===== src/rtl/wb_pkg.sv =====
// Shared definitions for the writeback select pipe.
//  - SRC_* : source indices matching the legacy 2-bit writeback encoding
//  - wb_req_t : writeback request payload at the default 16-bit/4-bit configuration
//  - wb_state_e : occupancy state of the two-entry skid buffer
//  - sel_is_legal : true when an encoded select addresses an existing source
package wb_pkg;

  localparam int SRC_ALU   = 0;
  localparam int SRC_SHIFT = 1;
  localparam int SRC_REG   = 2;
  localparam int SRC_MEM   = 3;

  localparam int WB_DATA_W = 16;
  localparam int WB_DEST_W = 4;

  typedef struct packed {
    logic [WB_DATA_W-1:0] data;
    logic [WB_DEST_W-1:0] dest;
    logic                 wen;
  } wb_req_t;

  typedef enum logic [1:0] {
    ST_EMPTY = 2'd0,
    ST_ONE   = 2'd1,
    ST_TWO   = 2'd2
  } wb_state_e;

  function automatic logic sel_is_legal(input int unsigned sel_v, input int unsigned num_src);
    return (sel_v < num_src) ? 1'b1 : 1'b0;
  endfunction

endpackage


===== src/rtl/wb_select_pipe_if.sv =====
// Bus bundle for wb_select_pipe.
//  Producer side: in_valid/in_ready handshake, packed src_data, sel, in_dest, in_wen.
//  Consumer side: out_valid/out_ready handshake, out_data, out_dest, out_wen.
//  sel_err is a one-cycle status pulse reported by the block.
//  master = the environment driving requests and consuming results; slave = the block.
interface wb_select_pipe_if #(
  parameter int WIDTH   = 16,
  parameter int NUM_SRC = 4,
  parameter int SEL_W   = 2,
  parameter int RADDR_W = 4
);

  logic                     in_valid;
  logic                     in_ready;
  logic [NUM_SRC*WIDTH-1:0] src_data;
  logic [SEL_W-1:0]         sel;
  logic [RADDR_W-1:0]       in_dest;
  logic                     in_wen;
  logic                     out_valid;
  logic                     out_ready;
  logic [WIDTH-1:0]         out_data;
  logic [RADDR_W-1:0]       out_dest;
  logic                     out_wen;
  logic                     sel_err;

  modport master (
    output in_valid, src_data, sel, in_dest, in_wen, out_ready,
    input  in_ready, out_valid, out_data, out_dest, out_wen, sel_err
  );

  modport slave (
    input  in_valid, src_data, sel, in_dest, in_wen, out_ready,
    output in_ready, out_valid, out_data, out_dest, out_wen, sel_err
  );

endinterface


===== src/rtl/wb_skid_buf.sv =====
// Generic two-entry valid/ready skid buffer.
//  Main register M drives the outputs; skid register S absorbs one extra request so
//  in_ready depends only on registered occupancy, never on out_ready.
// Ports:
//  clk, reset           rising-edge clock, synchronous active-high reset
//  in_valid/in_ready    upstream handshake, in_data payload (P_W bits)
//  out_valid/out_ready  downstream handshake, out_data payload (P_W bits)
module wb_skid_buf
  import wb_pkg::*;
#(
  parameter int P_W = 21
) (
  input  logic           clk,
  input  logic           reset,
  input  logic           in_valid,
  output logic           in_ready,
  input  logic [P_W-1:0] in_data,
  output logic           out_valid,
  input  logic           out_ready,
  output logic [P_W-1:0] out_data
);

  wb_state_e      state_q, state_d;
  logic [P_W-1:0] m_q, m_d;
  logic [P_W-1:0] s_q, s_d;
  logic           accept_s;
  logic           drain_s;

  assign accept_s = in_valid & in_ready;
  assign drain_s  = out_valid & out_ready;

  // State and storage registers; reset discards any buffered requests.
  always_ff @(posedge clk) begin
    if (reset) begin
      state_q <= ST_EMPTY;
      m_q     <= '0;
      s_q     <= '0;
    end else begin
      state_q <= state_d;
      m_q     <= m_d;
      s_q     <= s_d;
    end
  end

  // Next occupancy and register loads.
  always_comb begin
    state_d = state_q;
    m_d     = m_q;
    s_d     = s_q;
    case (state_q)
      ST_EMPTY: begin
        if (accept_s) begin
          state_d = ST_ONE;
          m_d     = in_data;
        end else begin
          state_d = ST_EMPTY;
        end
      end
      ST_ONE: begin
        if (accept_s && drain_s) begin
          m_d = in_data;
        end else if (accept_s) begin
          // Consumer stalled: park the newer request behind M.
          state_d = ST_TWO;
          s_d     = in_data;
        end else if (drain_s) begin
          state_d = ST_EMPTY;
        end else begin
          state_d = ST_ONE;
        end
      end
      ST_TWO: begin
        if (drain_s) begin
          state_d = ST_ONE;
          m_d     = s_q;
        end else begin
          state_d = ST_TWO;
        end
      end
      default: begin
        state_d = ST_EMPTY;
      end
    endcase
  end

  // Handshake outputs derived from registered occupancy only.
  always_comb begin
    in_ready  = (state_q != ST_TWO) && !reset;
    out_valid = (state_q != ST_EMPTY);
    out_data  = m_q;
  end

endmodule


===== src/rtl/wb_select_pipe.sv =====
// Writeback-source selector: picks one of NUM_SRC result buses by encoded select,
// bundles it with destination register and write enable, and hands it to the
// register file through a two-entry skid buffer (registered outputs, 1-cycle latency).
// Ports:
//  clk    rising-edge clock
//  reset  synchronous active-high reset, clears all state
//  bus    wb_select_pipe_if.slave: request in, writeback out, sel_err pulse
// An out-of-range select is still accepted but delivers data 0 with wen forced low,
// and raises sel_err for one cycle after the accept.
module wb_select_pipe
  import wb_pkg::*;
#(
  parameter int WIDTH   = 16,
  parameter int NUM_SRC = 4,
  parameter int SEL_W   = 2,
  parameter int RADDR_W = 4
) (
  input  logic              clk,
  input  logic              reset,
  wb_select_pipe_if.slave   bus
);

  typedef struct packed {
    logic [WIDTH-1:0]   data;
    logic [RADDR_W-1:0] dest;
    logic               wen;
  } req_t;

  localparam int P_W = $bits(req_t);

  logic [WIDTH-1:0] src_arr [NUM_SRC];
  logic [SEL_W-1:0] sel_s;
  logic             sel_ok_s;
  logic             accept_s;
  req_t             req_s;
  req_t             out_req_s;
  logic             sel_err_d, sel_err_q;

  for (genvar k = 0; k < NUM_SRC; k++) begin : g_src
    assign src_arr[k] = bus.src_data[k*WIDTH +: WIDTH];
  end

  assign sel_s    = bus.sel;
  assign accept_s = bus.in_valid & bus.in_ready;

  // Source selection and illegal-select masking.
  always_comb begin
    sel_ok_s   = sel_is_legal(32'(sel_s), NUM_SRC);
    req_s.dest = bus.in_dest;
    if (sel_ok_s) begin
      req_s.data = src_arr[sel_s];
      req_s.wen  = bus.in_wen;
    end else begin
      req_s.data = '0;
      req_s.wen  = 1'b0;
    end
    sel_err_d = accept_s & ~sel_ok_s;
  end

  // Error pulse register: one cycle after an accepted illegal select.
  always_ff @(posedge clk) begin
    if (reset) begin
      sel_err_q <= 1'b0;
    end else begin
      sel_err_q <= sel_err_d;
    end
  end

  wb_skid_buf #(
    .P_W (P_W)
  ) u_skid (
    .clk       (clk),
    .reset     (reset),
    .in_valid  (bus.in_valid),
    .in_ready  (bus.in_ready),
    .in_data   (req_s),
    .out_valid (bus.out_valid),
    .out_ready (bus.out_ready),
    .out_data  (out_req_s)
  );

  assign bus.out_data = out_req_s.data;
  assign bus.out_dest = out_req_s.dest;
  assign bus.out_wen  = out_req_s.wen;
  assign bus.sel_err  = sel_err_q;

endmodule


===== src/flat_wrapper.sv =====
// flat-port wrapper written by rule: the top's interface ports become plain ports
module wb_select_pipe_flat import wb_pkg::*;
#(
  parameter int WIDTH   = 16,
  parameter int NUM_SRC = 4,
  parameter int SEL_W   = 2,
  parameter int RADDR_W = 4
)
  (clk, reset, bus_in_valid, bus_src_data, bus_sel, bus_in_dest, bus_in_wen, bus_out_ready, bus_in_ready, bus_out_valid, bus_out_data, bus_out_dest, bus_out_wen, bus_sel_err);
  wb_select_pipe_if #(.WIDTH(WIDTH), .NUM_SRC(NUM_SRC), .SEL_W(SEL_W), .RADDR_W(RADDR_W)) bus_i ();
  input  logic clk;
  input  logic reset;
  input wire logic [$bits(bus_i.in_valid)-1:0] bus_in_valid;
  input wire logic [$bits(bus_i.src_data)-1:0] bus_src_data;
  input wire logic [$bits(bus_i.sel)-1:0] bus_sel;
  input wire logic [$bits(bus_i.in_dest)-1:0] bus_in_dest;
  input wire logic [$bits(bus_i.in_wen)-1:0] bus_in_wen;
  input wire logic [$bits(bus_i.out_ready)-1:0] bus_out_ready;
  output wire logic [$bits(bus_i.in_ready)-1:0] bus_in_ready;
  output wire logic [$bits(bus_i.out_valid)-1:0] bus_out_valid;
  output wire logic [$bits(bus_i.out_data)-1:0] bus_out_data;
  output wire logic [$bits(bus_i.out_dest)-1:0] bus_out_dest;
  output wire logic [$bits(bus_i.out_wen)-1:0] bus_out_wen;
  output wire logic [$bits(bus_i.sel_err)-1:0] bus_sel_err;
  assign bus_i.in_valid = bus_in_valid;
  assign bus_i.src_data = bus_src_data;
  assign bus_i.sel = bus_sel;
  assign bus_i.in_dest = bus_in_dest;
  assign bus_i.in_wen = bus_in_wen;
  assign bus_i.out_ready = bus_out_ready;
  assign bus_in_ready = bus_i.in_ready;
  assign bus_out_valid = bus_i.out_valid;
  assign bus_out_data = bus_i.out_data;
  assign bus_out_dest = bus_i.out_dest;
  assign bus_out_wen = bus_i.out_wen;
  assign bus_sel_err = bus_i.sel_err;
  wb_select_pipe #(.WIDTH(WIDTH), .NUM_SRC(NUM_SRC), .SEL_W(SEL_W), .RADDR_W(RADDR_W)) u_core (.clk(clk), .reset(reset), .bus(bus_i));
endmodule

===== config.mk =====
export PLATFORM = sky130hd
export DESIGN_NAME = wb_select_pipe_flat
export DESIGN_NICKNAME = d
export VERILOG_FILES = /design/src/rtl/wb_pkg.sv /design/src/rtl/wb_select_pipe_if.sv /design/src/rtl/wb_skid_buf.sv /design/src/rtl/wb_select_pipe.sv /design/src/flat_wrapper.sv
export SDC_FILE = /design/constraint.sdc
export NUM_CORES = 1
export LEC_CHECK = 0
export CELL_PAD_IN_SITES_DETAIL_PLACEMENT = 1
export CELL_PAD_IN_SITES_GLOBAL_PLACEMENT = 2
export CORE_MARGIN = 2
export CORE_UTILIZATION = 29
export CTS_BUF_LIST = sky130_fd_sc_hd__clkbuf_8
export DETAILED_ROUTE_END_ITERATION = 16
export PLACE_DENSITY = 0.95
export SKIP_CTS_REPAIR_TIMING = 1
export SLEW_MARGIN = 20
export SYNTH_ARGS = -nofsm -noshare
export SYNTH_HDL_FRONTEND = slang
export SYNTH_HIERARCHICAL = 1
export SYNTH_SLANG_ARGS = --single-unit

===== constraint.sdc =====
create_clock -name clk -period 2.1 [get_ports clk]
set_input_delay 0.21 -clock clk [delete_from_list [all_inputs] [get_ports clk]]
set_output_delay 0.21 -clock clk [all_outputs]
set_load 0.01 [all_outputs]

==> metrics.cfg, run 1 <==
[clock_tree]
cts_root_buffer = clkbuf_8
numCtsBuffers = 5
cts_tree = yes
cts_max_level = 2
cts_sinks = 44
insertion_delay_ns = 0.29
cts.path.max_buffers = 2
clkSlewWorstSetupHoldPaths_ns = 0.09

[sta]
fmax_mhz = 518
rsz0062_at_grt = false
slew_violations = 0
period_needed_ns = 1.93
hold_viol_final = 0
clock_skew_ns = 0.00715
finalCritPeriodShare_pct = 92.0
holdWs_ns = 0.219
setup-tns-final_ns = 0
finalSetupViolCount = 0

[global_routing]
antenna_found_initial = 0
grt_pass1_wl_um = 13600
grt_max_degree = 27
grt_usage_pct = 17.9
grt_pass1_vias = 2678
grt.overflow.total = 0

[cells_and_area]
syn2layout_area_growth_pct = 45.4
fin_util_pct = 43.9
layout-drive-gt1-share_pct = 17.8
final_nets = 401
antenna_cells = 0
design_area_um2 = 3640

[yosys]
post-synth-top-count-cell = dfxtp_1
ys_seq_area_share_pct = 35.1
synth_commonest_cells = 44 x dfxtp_1, 22 x a21oi_1, 22 x mux2i_1
synth.top_cell.area_share_pct = 35.1
ys_seq_elements = 44
async_flop_share_pct = 0
synth_top_area_cell = dfxtp_1
synth_enable_flop_cells = 0
synth_cells = 236
avgSynthCellArea_um2 = 10.6
synthTopCellsByArea = dfxtp_1 35%, a211oi_2 10%, mux4_2 9.0%
yosysUniqueCellTypes = 31
synth_ff_type = dfxtp_1
syn_nets = 311
netlist_area_um2 = 2510
yosys_warnings = 6

[status]
status = completed

[detailed_routing]
wl_um = 8280
wl_per_cell_um = 19.2
via_per_inst = 5.50
drtIter0Drc = 125
first_pass_iters = 4
vias = 2370
ant_nets = 0
drc = 0

[floorplanning]
die_x_um = 97.0
row_count = 33
core-area_um2 = 8300
boundaryPins = 99
die-area_um2 = 9400
die_h_um = 97.0
initial_utilization_pct = 30.2

[setup_path]
worstPathMaxFanout = 9
crit_arrival_ns = 1.72
crit_required_ns = 1.89
crit_path_start_kind = register
worst_r2r_path_depth = 3
crit_path_end_kind = output port
critical_path_class = register to output port

[power]
peakVddDrop_v = 0.000237
totalPowerFinal_mw = 2.03
leakagePower_nw = 1.37
p_per_area_nw_per_um2 = 558

[hold_path]
hold_path.class = input port to register
hold_depth = 2

[placement]
gp_congestion = 0.777
post_dp_cell_area_um2 = 3570
port_buffers = 97
place_hpwl_um = 5960

[run]
drv_cap = 0

## per-stage QoR
step                instances  setup slack (ns)
detailed placement        424             0.128
global route              431            0.0539
finish                    431             0.168
CTS                       431             0.124
floorplan                 236             0.691
global placement          424             0.163
## routing by layer
| layer | part of all wire, % | GRT usage [%] |
|---|---|---|
| met5 | 0 | 0 |
| met4 | 1.3 | 5.42 |
| met3 | 4.1 | 3.03 |
| met2 | 52 | 31.7 |
| met1 | 43 | 22.1 |
## report_power, final
part	internal [mW]	switching [mW]
Clock	0.222	0.287
Sequential	0.884	0.0377
Combinational	0.347	0.255
Total	1.45	0.580
## cells by family after synthesis
| logic type | synth area share [%] |
|---|---|
| buffers and inverters | 6.89 |
| and+or+nand+nor | 14.2 |
| DFF | 35.1 |
| muxes | 24.1 |
| other | 0.150 |
| AOI/OAI and AO/OA | 19.6 |
## critical path: stages (launching register included)
cell and delay [ns]:
dfxtp_1 0.51, nand2b_1 0.17, nor2b_1 0.18, clkdlybuf4s50_1 0.57
## path summary, 6_finish.rpt
check                                              from                                      end  slack [ns]
hold reg to reg      u_core/u_skid/s_q[18]$_SDFFE_PP0P_       u_core/u_skid/s_q[18]$_SDFFE_PP0P_        0.49
hold / removal                                    reset    u_core/u_skid/state_q[1]$_SDFFE_PP0P_        0.22
setup reg to reg  u_core/u_skid/state_q[1]$_SDFFE_PP0P_  u_core/u_skid/out_data[12]$_SDFFE_PP0P_        0.35
setup / recovery  u_core/u_skid/state_q[0]$_SDFFE_PP0P_                             bus_in_ready        0.17
## sequential cells by signal, summed over array words and instances (netlist names)
signal / flops
u_core/u_skid/out_data: 21
u_core/u_skid/s_q: 21
u_core/u_skid/state_q: 2
## cell usage in the layout, fill, tap and decap left out, types with 10 or more instances in the layout
| master | count |
|---|---|
| dfxtp_1 | 44 |
| buf_4 | 16 |
| mux4_2 | 10 |
| nor4_1 | 21 |
| a21oi_1 | 22 |
| mux2i_1 | 22 |
| o21ai_1 | 16 |
| nand3_1 | 21 |
| clkdlybuf4s50_1 | 96 |
| a211oi_2 | 20 |
## cell type report
type	count	area [um^2]
Clock buffer	5	68.8
Clock inverter	2	8.76
Fill cell	925	4650
Multi-Input combinational cell	162	1470
Sequential cell	44	881
Tap cell	105	131
Timing Repair Buffer	113	1090
No activity file was read; power rests on OpenSTA's default activity.
==> run 2, diff against run 1 <==
Settings changed: PLACE_DENSITY 0.95 to 0.92.
==> run 2 against run 1 <==
Net effect:
- sequential power barely moved
- die area did not move
- global-route usage fell by 0.34 points
==> metrics.cfg, run 2 (synthesis results as in run 1) <==
[floorplanning]
die_h_um = 97.0  ; unchanged
die_x_um = 97.0  ; unchanged
core-area_um2 = 8300  ; unchanged
row_count = 33  ; unchanged
boundaryPins = 99  ; unchanged
initial_utilization_pct = 30.2  ; unchanged
die-area_um2 = 9400  ; unchanged

[cells_and_area]
design_area_um2 = 3650  ; +0.27%
final_nets = 399  ; -0.50%
multiInputGateArea_um2 = 1470  ; unchanged
syn2layout_area_growth_pct = 45.8
fin_util_pct = 44.0  ; +0.12 points
num-fill-cells = 942  ; +1.8%
regArea_um2 = 881  ; unchanged
final_cell_mix = 96 x clkdlybuf4s50_1, 44 x dfxtp_1, 22 x a21oi_1, 22 x mux2i_1
layout-drive-gt1-share_pct = 17.2  ; -0.56 points
final_cells = 430  ; -0.23%
antenna_cells = 0  ; unchanged
final_common_cell = clkdlybuf4s50_1

[sta]
hold_viol_final = 0  ; unchanged
slew_violations = 0  ; unchanged
period_needed_ns = 1.88  ; -0.0486 ns
finalCritPeriodShare_pct = 89.7  ; -2.3 points
finalWorstSetupSlack_ns = 0.217  ; +0.0486 ns
setup-tns-final_ns = 0  ; unchanged
fmax_mhz = 531  ; +2.6%
clock_skew_ns = 0.00539  ; -0.00175 ns
rsz0062_at_grt = false
finalSetupViolCount = 0  ; unchanged

[placement]
place_hpwl_um = 5680  ; -4.6%
pre_cts_slack_ns = 0.147  ; +0.0190 ns
port_buffers = 97  ; unchanged
gp_congestion = 0.763  ; -1.9%
dpl.cell_count = 422  ; -0.47%
post_dp_cell_area_um2 = 3560  ; about the same

[clock_tree]
numCtsBuffers = 5  ; unchanged
cts_sinks = 44  ; unchanged
cts_root_buffer = clkbuf_8
clkSlewWorstSetupHoldPaths_ns = 0.08  ; about the same
cts_max_level = 2  ; unchanged
cts.path.max_buffers = 2  ; unchanged
insertion_delay_ns = 0.30  ; about the same
cts_tree = yes

[detailed_routing]
drtIter0Drc = 58  ; -54%
wl_per_cell_um = 18.7  ; -2.8%
first_pass_iters = 4  ; unchanged
via_per_inst = 5.35  ; -2.6%
wl_um = 8030  ; -3.0%
drc = 0  ; unchanged
ant_nets = 0  ; unchanged
vias = 2302  ; -2.9%

[global_routing]
grt_usage_pct = 17.5  ; -0.34 points
grt_max_degree = 24  ; -11%
grt.overflow.total = 0  ; unchanged
grt_pass1_wl_um = 13200  ; -3.0%
antenna_found_initial = 0  ; unchanged
grt_pass1_vias = 2469  ; -7.8%

[setup_path]
critical_path_class = register to output port
crit_required_ns = 1.89  ; about the same
crit_path_end_kind = output port
crit_path_start_kind = register
worstPathMaxFanout = 9  ; unchanged
crit_arrival_ns = 1.67  ; -0.05 ns

[run]
drv_cap = 0  ; unchanged

[status]
status = completed

[power]
p_per_area_nw_per_um2 = 565  ; +1.4%
peakVddDrop_v = 0.000252  ; +6.3%
leakagePower_nw = 1.37  ; +0.27%

[hold_path]
hold_path.class = input port to register

-- run 2: changes by cell type in the layout (fill, tap and decap cells not counted), sizes merged --
cell,delta
buf,-2
clkbuf,+1
clkinv,-1
inv,+1
-- run 2: path summary, 6_finish.rpt --
path / cells past startpoint / slack [ns] / start / endpoint
max reg2reg: 3 / 0.41 / u_core/u_skid/state_q[1]$_SDFFE_PP0P_ / u_core/u_skid/out_data[16]$_SDFFE_PP0P_
min: 3 / 0.47 / reset / u_core/u_skid/s_q[17]$_SDFFE_PP0P_
min reg2reg: 2 / 0.48 / u_core/u_skid/s_q[9]$_SDFFE_PP0P_ / u_core/u_skid/s_q[9]$_SDFFE_PP0P_
max: 3 / 0.22 / u_core/u_skid/state_q[0]$_SDFFE_PP0P_ / bus_in_ready
-- run 2: where the power goes --
part | switching (mW) | internal, mW
combinational | 0.255 | 0.347
sequential | 0.0348 | 0.883
clock | 0.287 | 0.259
total | 0.577 | 1.49
-- run 2: worst max-delay path, cell delays in order (launching register included) --
cell,delay [ns]
dfxtp_1,0.53
nand2b_1,0.17
nor2b_1,0.13
clkdlybuf4s50_1,0.54
-- run 2: per-stage QoR --
stage,total power [mW],hold slack [ns]
6_report,2.07,0.468
5_1_grt,2.17,0.485
3_3_place_gp,1.53,0.461
3_5_place_dp,1.54,0.473
2_1_floorplan,1.24,0.288
4_1_cts,2.09,0.459
-- run 2: final cells by class --
cell class	instances	area share (%)
multi-input cells	162	40.2
repair buffers	111	29.6
flip-flops and latches	44	24.1
well taps	105	3.59
clock buffers	6	2.26
clock inverters	2	0.205
-- run 2: metal layers --
layer / vias to the layer above / routed length (um) / global-route usage [%]
met5: - / 0 / 0
met3: 6 / 436 / 4.55
met1: 1130 / 3450 / 21.6
met2: 67 / 4080 / 30.9
li1: 1099 / - / -
met4: 0 / 66 / 3.25
==> run 3, diff against run 2 <==
Settings changed: ABC_AREA set to 1, CORE_UTILIZATION 29 to 24, SYNTH_HIERARCHICAL 1 to unset.
==> run 3 against run 2 <==
Net effect:
- cell area rose by 1.5%
- hold slack got worse by 0.0037 ns
- clock skew rose by 0.0012 ns
- area after synthesis rose by 3.1%
- sequential cell count did not move
- via count rose by 28%
- largest cell class unchanged
- combinational power fell by 17%
- maximum frequency rose by 0.17%
- cell count rose by 53%
- global-route usage fell by 2.5 points
- clock power rose by 1%
- synthesized cell count rose by 86%
==> metrics.cfg, run 3 <==
[power]
p_per_area_nw_per_um2 = 526  ; -7.0%
internal_power_mw = 1.40  ; -6.1%
leakagePower_nw = 1.67  ; +22%
peakVddDrop_v = 0.000289  ; +15%
combPwrFrac_pct = 25.7  ; -3.4 points
p_seq_share_pct = 46.0  ; +1.6 points
clkPwrFrac_pct = 28.3  ; +1.9 points
p_switching_mw = 0.552  ; -4.3%
swShare_pct = 28.3  ; +0.39 points

[cells_and_area]
design_area_um2 = 3710  ; +1.5%
final_nets = 597  ; +50%
final_common_cell = nand2_1
final_cell_mix = 158 x nand2_1, 97 x clkdlybuf4s50_1, 83 x nor2_1
syn2layout_area_growth_pct = 43.5
fin_util_pct = 35.8  ; -8.3 points
layout-drive-gt1-share_pct = 4.97  ; -12 points
num-fill-cells = 1375  ; +46%
antenna_cells = 0  ; unchanged

[status]
status = completed

[yosys]
ys_seq_elements = 44  ; unchanged
synth_top_area_cell = dfxtp_1
synth_ff_type = dfxtp_1
async_flop_share_pct = 0  ; unchanged
syn_nets = 514  ; +65%
synth.top_cell.area_share_pct = 34.1  ; -1.1 points
synth_enable_flop_cells = 0  ; unchanged
yosysUniqueCellTypes = 21  ; -32%
ys_seq_area_share_pct = 34.1  ; -1.1 points
yosys_warnings = 0  ; -6
synth_cells = 439  ; +86%
avgSynthCellArea_um2 = 5.89  ; -45%
post-synth-top-count-cell = nand2_1
synth_commonest_cells = 158 x nand2_1, 84 x nor2_1, 59 x nand3_1
netlist_area_um2 = 2580  ; +3.1%
synthTopCellsByArea = dfxtp_1 34%, nand2_1 23%, nor2_1 12%

[placement]
pre_cts_slack_ns = 0.0712  ; -0.0762 ns
place_hpwl_um = 6520  ; +15%
post_dp_cell_area_um2 = 3610  ; +1.4%
port_buffers = 97  ; unchanged
gp_congestion = 0.762  ; about the same

[floorplanning]
row_count = 37  ; +12%
initial_utilization_pct = 24.9  ; -5.3 points
boundaryPins = 99  ; unchanged
die_x_um = 108  ; +11%
core-area_um2 = 10400  ; +25%
die-area_um2 = 11600  ; +24%
die_h_um = 108  ; +11%

[global_routing]
antenna_found_initial = 0  ; unchanged
grt_usage_pct = 15.0  ; -2.5 points
grt_pass1_vias = 2995  ; +21%
use_met2_pct = 26.9  ; -4.0 points
met1_usage_pct = 18.5  ; -3.2 points
grt_pass1_wl_um = 14100  ; +7.1%
grt.busiest_layer = met2
grt.overflow.total = 0  ; unchanged
met3_usage_pct = 2.36  ; -2.2 points
grt_max_degree = 39  ; +63%

[detailed_routing]
wl_per_cell_um = 12.7  ; -32%
vias = 2951  ; +28%
first_pass_iters = 5  ; +1
via_per_inst = 4.48  ; -16%
wl_um = 8390  ; +4.5%
drtIter0Drc = 92  ; +59%
ant_nets = 0  ; unchanged
drc = 0  ; unchanged

[setup_path]
crit_required_ns = 1.89  ; about the same
worstPathMaxFanout = 8  ; -1
r2r_slack_ns = 0.44  ; +0.03 ns
crit_path_start_kind = register
critical_path_class = register to output port
crit_arrival_ns = 1.67  ; about the same
crit_path_end_kind = output port

[hold_path]
hold_path.class = register to register

[run]
drv_cap = 0  ; unchanged

[clock_tree]
clkSlewWorstSetupHoldPaths_ns = 0.08  ; about the same
cts_root_buffer = clkbuf_8
cts_max_level = 2  ; unchanged
cts_sinks = 44  ; unchanged
cts_tree = yes
insertion_delay_ns = 0.29  ; about the same
cts.path.max_buffers = 2  ; unchanged
numCtsBuffers = 5  ; unchanged

[sta]
clock_skew_ns = 0.00659  ; +0.00120 ns
holdWs_ns = 0.464  ; -0.00368 ns
finalCritPeriodShare_pct = 89.5  ; -0.16 points
finalWorstSetupSlack_ns = 0.220  ; +0.00328 ns
period_needed_ns = 1.88  ; -0.00328 ns
slew_headroom_pct = 36.6
finalSetupViolCount = 0  ; unchanged
setup-tns-final_ns = 0  ; unchanged
hold_viol_final = 0  ; unchanged
tightest_slew_ns = 0.951
fmax_mhz = 532  ; +0.17%
slew_violations = 0  ; unchanged
rsz0062_at_grt = false

==> run 3: cell families (layout without fill, tap and decap cells) <==
| family | Yosys count | after routing | share of synthesized area, % |
|---|---|---|---|
| other cells | 1 | 1 | 0.145 |
| simple gates | 317 | 317 | 50.8 |
| compound gates | 22 | 22 | 4.36 |
| flops | 44 | 44 | 34.1 |
| buf+inv | 55 | 139 | 10.6 |
==> run 3: worst max-delay path, cell delays in order, from the launching register on <==
cell and delay, ns:
dfxtp_1 0.43, inv_2 0.11, nand2_4 0.11, inv_1 0.08, nor2_1 0.11, clkdlybuf4s50_1 0.54
==> run 3: area by class of cell <==
type	instances	area (um^2)	share of cell area, %
inverters	25	93.8	2.53
clock inverters	2	11.3	0.304
flip-flops and latches	44	881	23.8
well taps	136	170	4.59
repair buffers	106	1040	28.0
clock buffers	6	82.6	2.23
multi-input cells	340	1430	38.6
==> run 3: per-stage QoR <==
step,total power [mW],cells
6_report,1.95,659
3_3_place_gp,1.42,651
2_1_floorplan,1.15,439
4_1_cts,1.98,659
3_5_place_dp,1.42,651
5_1_grt,2.08,659
==> run 3: path summary, 6_finish.rpt <==
path                                                              from  cells past startpoint                                       to
worst max-delay path             u_core.u_skid.state_q[0]$_SDFFE_PP0P_                      5                             bus_in_ready
worst min-delay path            u_core.u_skid.out_data[2]$_SDFFE_PP0P_                      2   u_core.u_skid.out_data[2]$_SDFFE_PP0P_
worst max register to register   u_core.u_skid.state_q[1]$_SDFFE_PP0P_                      7  u_core.u_skid.out_data[15]$_SDFFE_PP0P_
worst min register to register  u_core.u_skid.out_data[2]$_SDFFE_PP0P_                      2   u_core.u_skid.out_data[2]$_SDFFE_PP0P_
==> run 3: power groups by stage <==
stage / combinational [mW] / sequential [mW] / clock (mW)
finish: 0.500 / 0.897 / 0.553
global route: 0.560 / 0.902 / 0.619
CTS: 0.509 / 0.897 / 0.571
detailed placement: 0.507 / 0.917 / 0
global placement: 0.501 / 0.916 / 0
floorplan: 0.228 / 0.925 / 0
==> run 3: metal layers <==
| metal | vias up | wire (um) |
|---|---|---|
| li1 | 1514 | - |
| met1 | 1374 | 3730 |
| met2 | 53 | 4220 |
| met3 | 10 | 281 |
| met4 | 0 | 154 |
| met5 | - | 0 |
